[src/rtl/pipe_pkg.sv]
// rtl/pipe_pkg.sv - shared pipeline-stage state and occupancy types
package pipe_pkg;

    typedef enum logic [1:0] {
        PS_EMPTY = 2'd0,
        PS_ONE   = 2'd1,
        PS_FULL  = 2'd2
    } pipe_state_e;

    typedef logic [1:0] occ_t;

endpackage

[src/rtl/pipe_slot.sv]
// rtl/pipe_slot.sv - one payload register with load enable plus its valid flop
module pipe_slot #(
    parameter int DATA_W = 64
) (
    input  logic              clk,
    input  logic              rst,
    input  logic              wr_en,
    input  logic [DATA_W-1:0] wr_data,
    input  logic              valid_d,
    output logic [DATA_W-1:0] data,
    output logic              valid
);

    always_ff @(posedge clk or posedge rst) begin
        if (rst) begin
            data  <= '0;
            valid <= 1'b0;
        end else begin
            valid <= valid_d;
            if (wr_en) begin
                data <= wr_data;
            end
        end
    end

endmodule

[src/rtl/pipe_stage_skid.sv]
// rtl/pipe_stage_skid.sv - elastic valid/ready pipeline register with optional skid entry
module pipe_stage_skid
    import pipe_pkg::*;
#(
    parameter int DATA_W = 64,
    parameter int SKID   = 1
) (
    input  logic              clk,
    input  logic              rst,
    input  logic              flush,
    input  logic              in_valid,
    output logic              in_ready,
    input  logic [DATA_W-1:0] in_data,
    output logic              out_valid,
    input  logic              out_ready,
    output logic [DATA_W-1:0] out_data,
    output occ_t              occupancy
);

    generate
        if (SKID != 0) begin : g_skid
            pipe_state_e       state, state_nxt;
            logic              ready_q;
            logic              accept, issue;
            logic              main_we, skid_we, main_vd, skid_vd;
            logic              main_valid, skid_valid;
            logic [DATA_W-1:0] main_wd, main_data, skid_data;

            assign accept = in_valid & ready_q;
            assign issue  = main_valid & out_ready;

            always_comb begin
                state_nxt = state;
                main_we   = 1'b0;
                skid_we   = 1'b0;
                main_wd   = in_data;
                case (state)
                    PS_EMPTY: begin
                        if (accept) begin
                            main_we   = 1'b1;
                            state_nxt = PS_ONE;
                        end
                    end
                    PS_ONE: begin
                        if (accept && issue) begin
                            main_we = 1'b1;
                        end else if (accept) begin
                            skid_we   = 1'b1;
                            state_nxt = PS_FULL;
                        end else if (issue) begin
                            state_nxt = PS_EMPTY;
                        end
                    end
                    PS_FULL: begin
                        if (issue) begin
                            main_we   = 1'b1;
                            main_wd   = skid_data;
                            state_nxt = PS_ONE;
                        end
                    end
                    default: state_nxt = PS_EMPTY;
                endcase
                // A payload handshaken during flush is dropped along with the held ones.
                if (flush) begin
                    state_nxt = PS_EMPTY;
                    main_we   = 1'b0;
                    skid_we   = 1'b0;
                end
            end

            assign main_vd = (state_nxt != PS_EMPTY);
            assign skid_vd = (state_nxt == PS_FULL);

            always_ff @(posedge clk or posedge rst) begin
                if (rst) begin
                    state   <= PS_EMPTY;
                    ready_q <= 1'b1;
                end else begin
                    state   <= state_nxt;
                    ready_q <= (state_nxt != PS_FULL);
                end
            end

            pipe_slot #(.DATA_W(DATA_W)) u_main (
                .clk     (clk),
                .rst     (rst),
                .wr_en   (main_we),
                .wr_data (main_wd),
                .valid_d (main_vd),
                .data    (main_data),
                .valid   (main_valid)
            );

            pipe_slot #(.DATA_W(DATA_W)) u_skid (
                .clk     (clk),
                .rst     (rst),
                .wr_en   (skid_we),
                .wr_data (in_data),
                .valid_d (skid_vd),
                .data    (skid_data),
                .valid   (skid_valid)
            );

            assign in_ready  = ready_q;
            assign out_valid = main_valid;
            assign out_data  = main_data;
            assign occupancy = {skid_valid, main_valid & ~skid_valid};
        end else begin : g_reg
            logic              accept, issue, vd, valid;
            logic [DATA_W-1:0] data;

            assign in_ready = ~valid | out_ready;
            assign accept   = in_valid & in_ready;
            assign issue    = valid & out_ready;
            assign vd       = ~flush & (accept | (valid & ~issue));

            pipe_slot #(.DATA_W(DATA_W)) u_main (
                .clk     (clk),
                .rst     (rst),
                .wr_en   (accept & ~flush),
                .wr_data (in_data),
                .valid_d (vd),
                .data    (data),
                .valid   (valid)
            );

            assign out_valid = valid;
            assign out_data  = data;
            assign occupancy = {1'b0, valid};
        end
    endgenerate

endmodule

[config.mk]
export PLATFORM = sky130hd
export DESIGN_NAME = pipe_stage_skid
export DESIGN_NICKNAME = d
export VERILOG_FILES = /design/src/rtl/pipe_pkg.sv /design/src/rtl/pipe_slot.sv /design/src/rtl/pipe_stage_skid.sv
export SDC_FILE = /design/constraint.sdc
export NUM_CORES = 1
export LEC_CHECK = 0
export BUFFER_PORTS_ARGS = -buffer_cell sky130_fd_sc_hd__buf_2
export CORE_MARGIN = 5
export CORE_UTILIZATION = 58
export DETAILED_ROUTE_END_ITERATION = 10
export HOLD_SLACK_MARGIN = 0.12
export PLACE_DENSITY = 0.84
export SYNTH_ARGS = -nofsm -noshare
export SYNTH_HDL_FRONTEND = slang
export SYNTH_SLANG_ARGS = --single-unit
[constraint.sdc]
create_clock -name clk -period 9.9 [get_ports clk]
set_clock_uncertainty 0.05 [all_clocks]
set_input_delay 0.495 -clock clk [delete_from_list [all_inputs] [get_ports clk]]
set_output_delay 0.495 -clock clk [all_outputs]
set_load 0.02 [all_outputs]
==> impl_metrics.py <==
metrics = {
    "cells_and_area": {
        "n_antenna_cell": 0,
        "final_common_cell": "buf_2",
        "final_cell_mix": "buf_2, dfrtp_1, o22ai_1, mux2_2, a2bb2oi_2",
        "fillerInstances": 658,
        "design_area_mm2": 0.00707,
        "num-nets-final": 573,
        "drive_gt1_share_pct": 58.2,
        "area_growth_pct": 22.4,
    },
    "setup_path": {
        "worstSetupPathType": "register to register",
        "crit_buf_inv": 1,
        "path_delay_family": "compound AO/OA/AOI/OAI gates",
        "crit_path_max_fanout": 65,
        "reg2reg_depth": 4,
        "worst-path-stages": 4,
        "cpMaxStageDelayCell": "a221oi_4",
        "required_ns": 10.28,
        "critPathCaptureType": "register",
        "startpoint_type": "register",
        "slowest_delay_ns": 1.21,
        "cp_cell_sequence": "nand4b_4 -> a221oi_4 -> buf_4 -> a2bb2oi_1",
        "cp.arrival_ns": 4.15,
        "worst-r2r-setup-slack_ns": 6.14,
    },
    "place": {
        "dpl_worst_slack_ns": 6.07,
        "hpwl_um": 8310,
        "port_buffers": 136,
        "dpl_cell_area_mm2": 0.00646,
        "place_congestion": 0.750,
    },
    "synth": {
        "seq_area_frac_synth_pct": 57.6,
        "synth-seq-cells": 133,
        "yosys_warnings": 0,
        "synth_xor_xnor_area_share_pct": 0,
        "synth.area.mux_share_pct": 12.5,
        "synth_edf_count": 0,
        "synth-adder-area-share_pct": 0,
        "synth_cells": 379,
        "synth_compound_area_share_pct": 24.5,
        "syn_nets": 448,
        "synth-simple-area-share_pct": 1.32,
        "ys_types": 25,
        "synth_ff_type": "dfrtp_1",
        "avgSynthCellArea_um2": 15.3,
        "synth_top_family_by_area": "compound AO/OA/AOI/OAI gates",
        "syn-cell-area_mm2": 0.00578,
        "async_flop_share_pct": 100,
    },
    "grt": {
        "grt_pass1_wl_um": 20900,
        "antenna_found_initial": 0,
        "grt_max_degree": 78,
        "grt_pass1_vias": 4231,
        "grt-ovfl-total": 0,
        "track_usage_pct": 23.0,
    },
    "die": {
        "die_area_mm2": 0.0121,
        "start_util_pct": 59.4,
        "die_y_um": 110,
        "placement_rows": 36,
        "pin_count": 137,
        "core_mm2": 0.00973,
        "die_width_um": 110,
    },
    "timing": {
        "setup_ws_ns": 6.14,
        "setup_viol": 0,
        "whs_ns": 0.179,
        "hold_viol": 0,
        "clock.fmax_ghz": 0.266,
        "fin_setup_tns_ns": 0,
        "fin_crit_sh_pct": 38.0,
        "rsz0062_at_grt": "false",
        "tightest_slew_ns": 1.28,
        "min_period_ns": 3.76,
        "relSlewSlack_pct": 14.2,
        "finalMaxSlewViolations": 0,
    },
    "clock_network": {
        "post_cts_resized": 0,
        "cts_tree": "built",
        "clockBufferDepth": 2,
        "holdBufCountCts": 1,
        "path_clk_slew_ns": 0.06,
        "postCtsSetupBuffers": 0,
        "root_buffer": "clkbuf_8",
        "cts_sinks": 133,
        "numCtsBuffers": 17,
        "clkLatencyLatePin_ns": 0.51,
        "cts.htree.levels": 4,
    },
    "routing": {
        "ant_nets": 0,
        "drc_errors": 0,
        "viasPerCell": 5.93,
        "wl_per_cell_um": 20.2,
        "drt_iter0_markers": 139,
        "via_count": 3852,
        "routed_wl_um": 13100,
        "first_pass_iters": 4,
    },
    "power_and_ir_drop": {
        "leakagePower_nw": 3.06,
        "ir_drop_mv": 0.142,
        "power_mw": 2.46,
        "powerDensity_mw_per_mm2": 348,
    },
    "flow_run": {
        "max-cap-violations": 0,
    },
    "run_status": {
        "status": "completed",
    },
    "min_path": {
        "hold_depth": 2,
        "hold_path.class": "input pin to register",
    },
}
==> sequential cells by signal (all words and copies together) (netlist names) <==
signal / count
g_skid.u_skid.valid: 1
g_skid.u_skid.data: 64
g_skid.state: 2
in_ready: 1
g_skid.u_main.valid: 1
g_skid.u_main.data: 64
==> through the flow <==
stage                     cells  util, %
after floorplan             379        -
after global placement      617     66.4
after detailed placement    617     66.4
after CTS                   650     72.7
after global routing        650     72.7
final                       650     72.7
==> final timing paths <==
kind / endpoint / start
setup / recovery: g_skid.u_main.data[34]$_DFFE_PP0P_ / g_skid.state[0]$_DFF_PP0_
hold / removal: g_skid.u_skid.data[9]$_DFFE_PP0P_ / in_data[9]
setup reg to reg: g_skid.u_main.data[34]$_DFFE_PP0P_ / g_skid.state[0]$_DFF_PP0_
hold reg to reg: g_skid.u_skid.data[16]$_DFFE_PP0P_ / g_skid.u_skid.data[16]$_DFFE_PP0P_
max in group asynchronous: g_skid.u_skid.data[16]$_DFFE_PP0P_ / rst
min in group asynchronous: g_skid.u_skid.data[2]$_DFFE_PP0P_ / rst
==> area by class of cell <==
type	instances	area, um2	share of cell area, %
clock buffers	22	453	6.40
multi-input cells	207	2230	31.5
flip-flops and latches	133	3330	47.1
inverters	3	13.8	0.195
well taps	133	166	2.35
clock inverters	10	153	2.16
repair buffers	142	728	10.3
==> cells by family (layout without fill, tap and decap cells) <==
logic type             after synthesis  in the layout
DFF                                133            133
and+or+nand+nor                      7              7
AOI/OAI and AO/OA                  136            136
buffers and inverters               39            177
muxes                               64             64
==> synth_stat cells, drive strengths merged, types with 2 or more instances <==
cell type | instances | area share (%)
o22ai | 64 | 6.9
dfrtp | 132 | 57
a211oi | 2 | 0.26
a221oi | 2 | 0.61
a21oi | 2 | 0.24
a2bb2oi | 64 | 16
mux2 | 64 | 12
clkbuf | 11 | 0.71
nand2 | 2 | 0.13
buf | 25 | 3.2
inv | 3 | 0.19
==> where the power goes <==
group          leakage, nW  switching (mW)  internal, mW
Clock                0.299           0.220         0.420
Sequential            1.54           0.180         0.804
Combinational         1.23           0.416         0.422
Total                 3.06           0.816          1.65
==> worst register-to-register path: stages, from the launching register on <==
cell	delay [ns]
dfrtp_1	0.49
nand4b_4	0.89
a221oi_4	1.21
buf_4	0.77
a2bb2oi_1	0.27
==> layer usage <==
metal	vias up	track usage (%)	share of wire (%)
met1	1969	27.1	40
li1	1739	-	-
met3	27	5.81	5.4
met4	0	11.0	2.6
met5	-	0	0
met2	117	39.4	52
No activity file was read; power rests on OpenSTA's default activity.
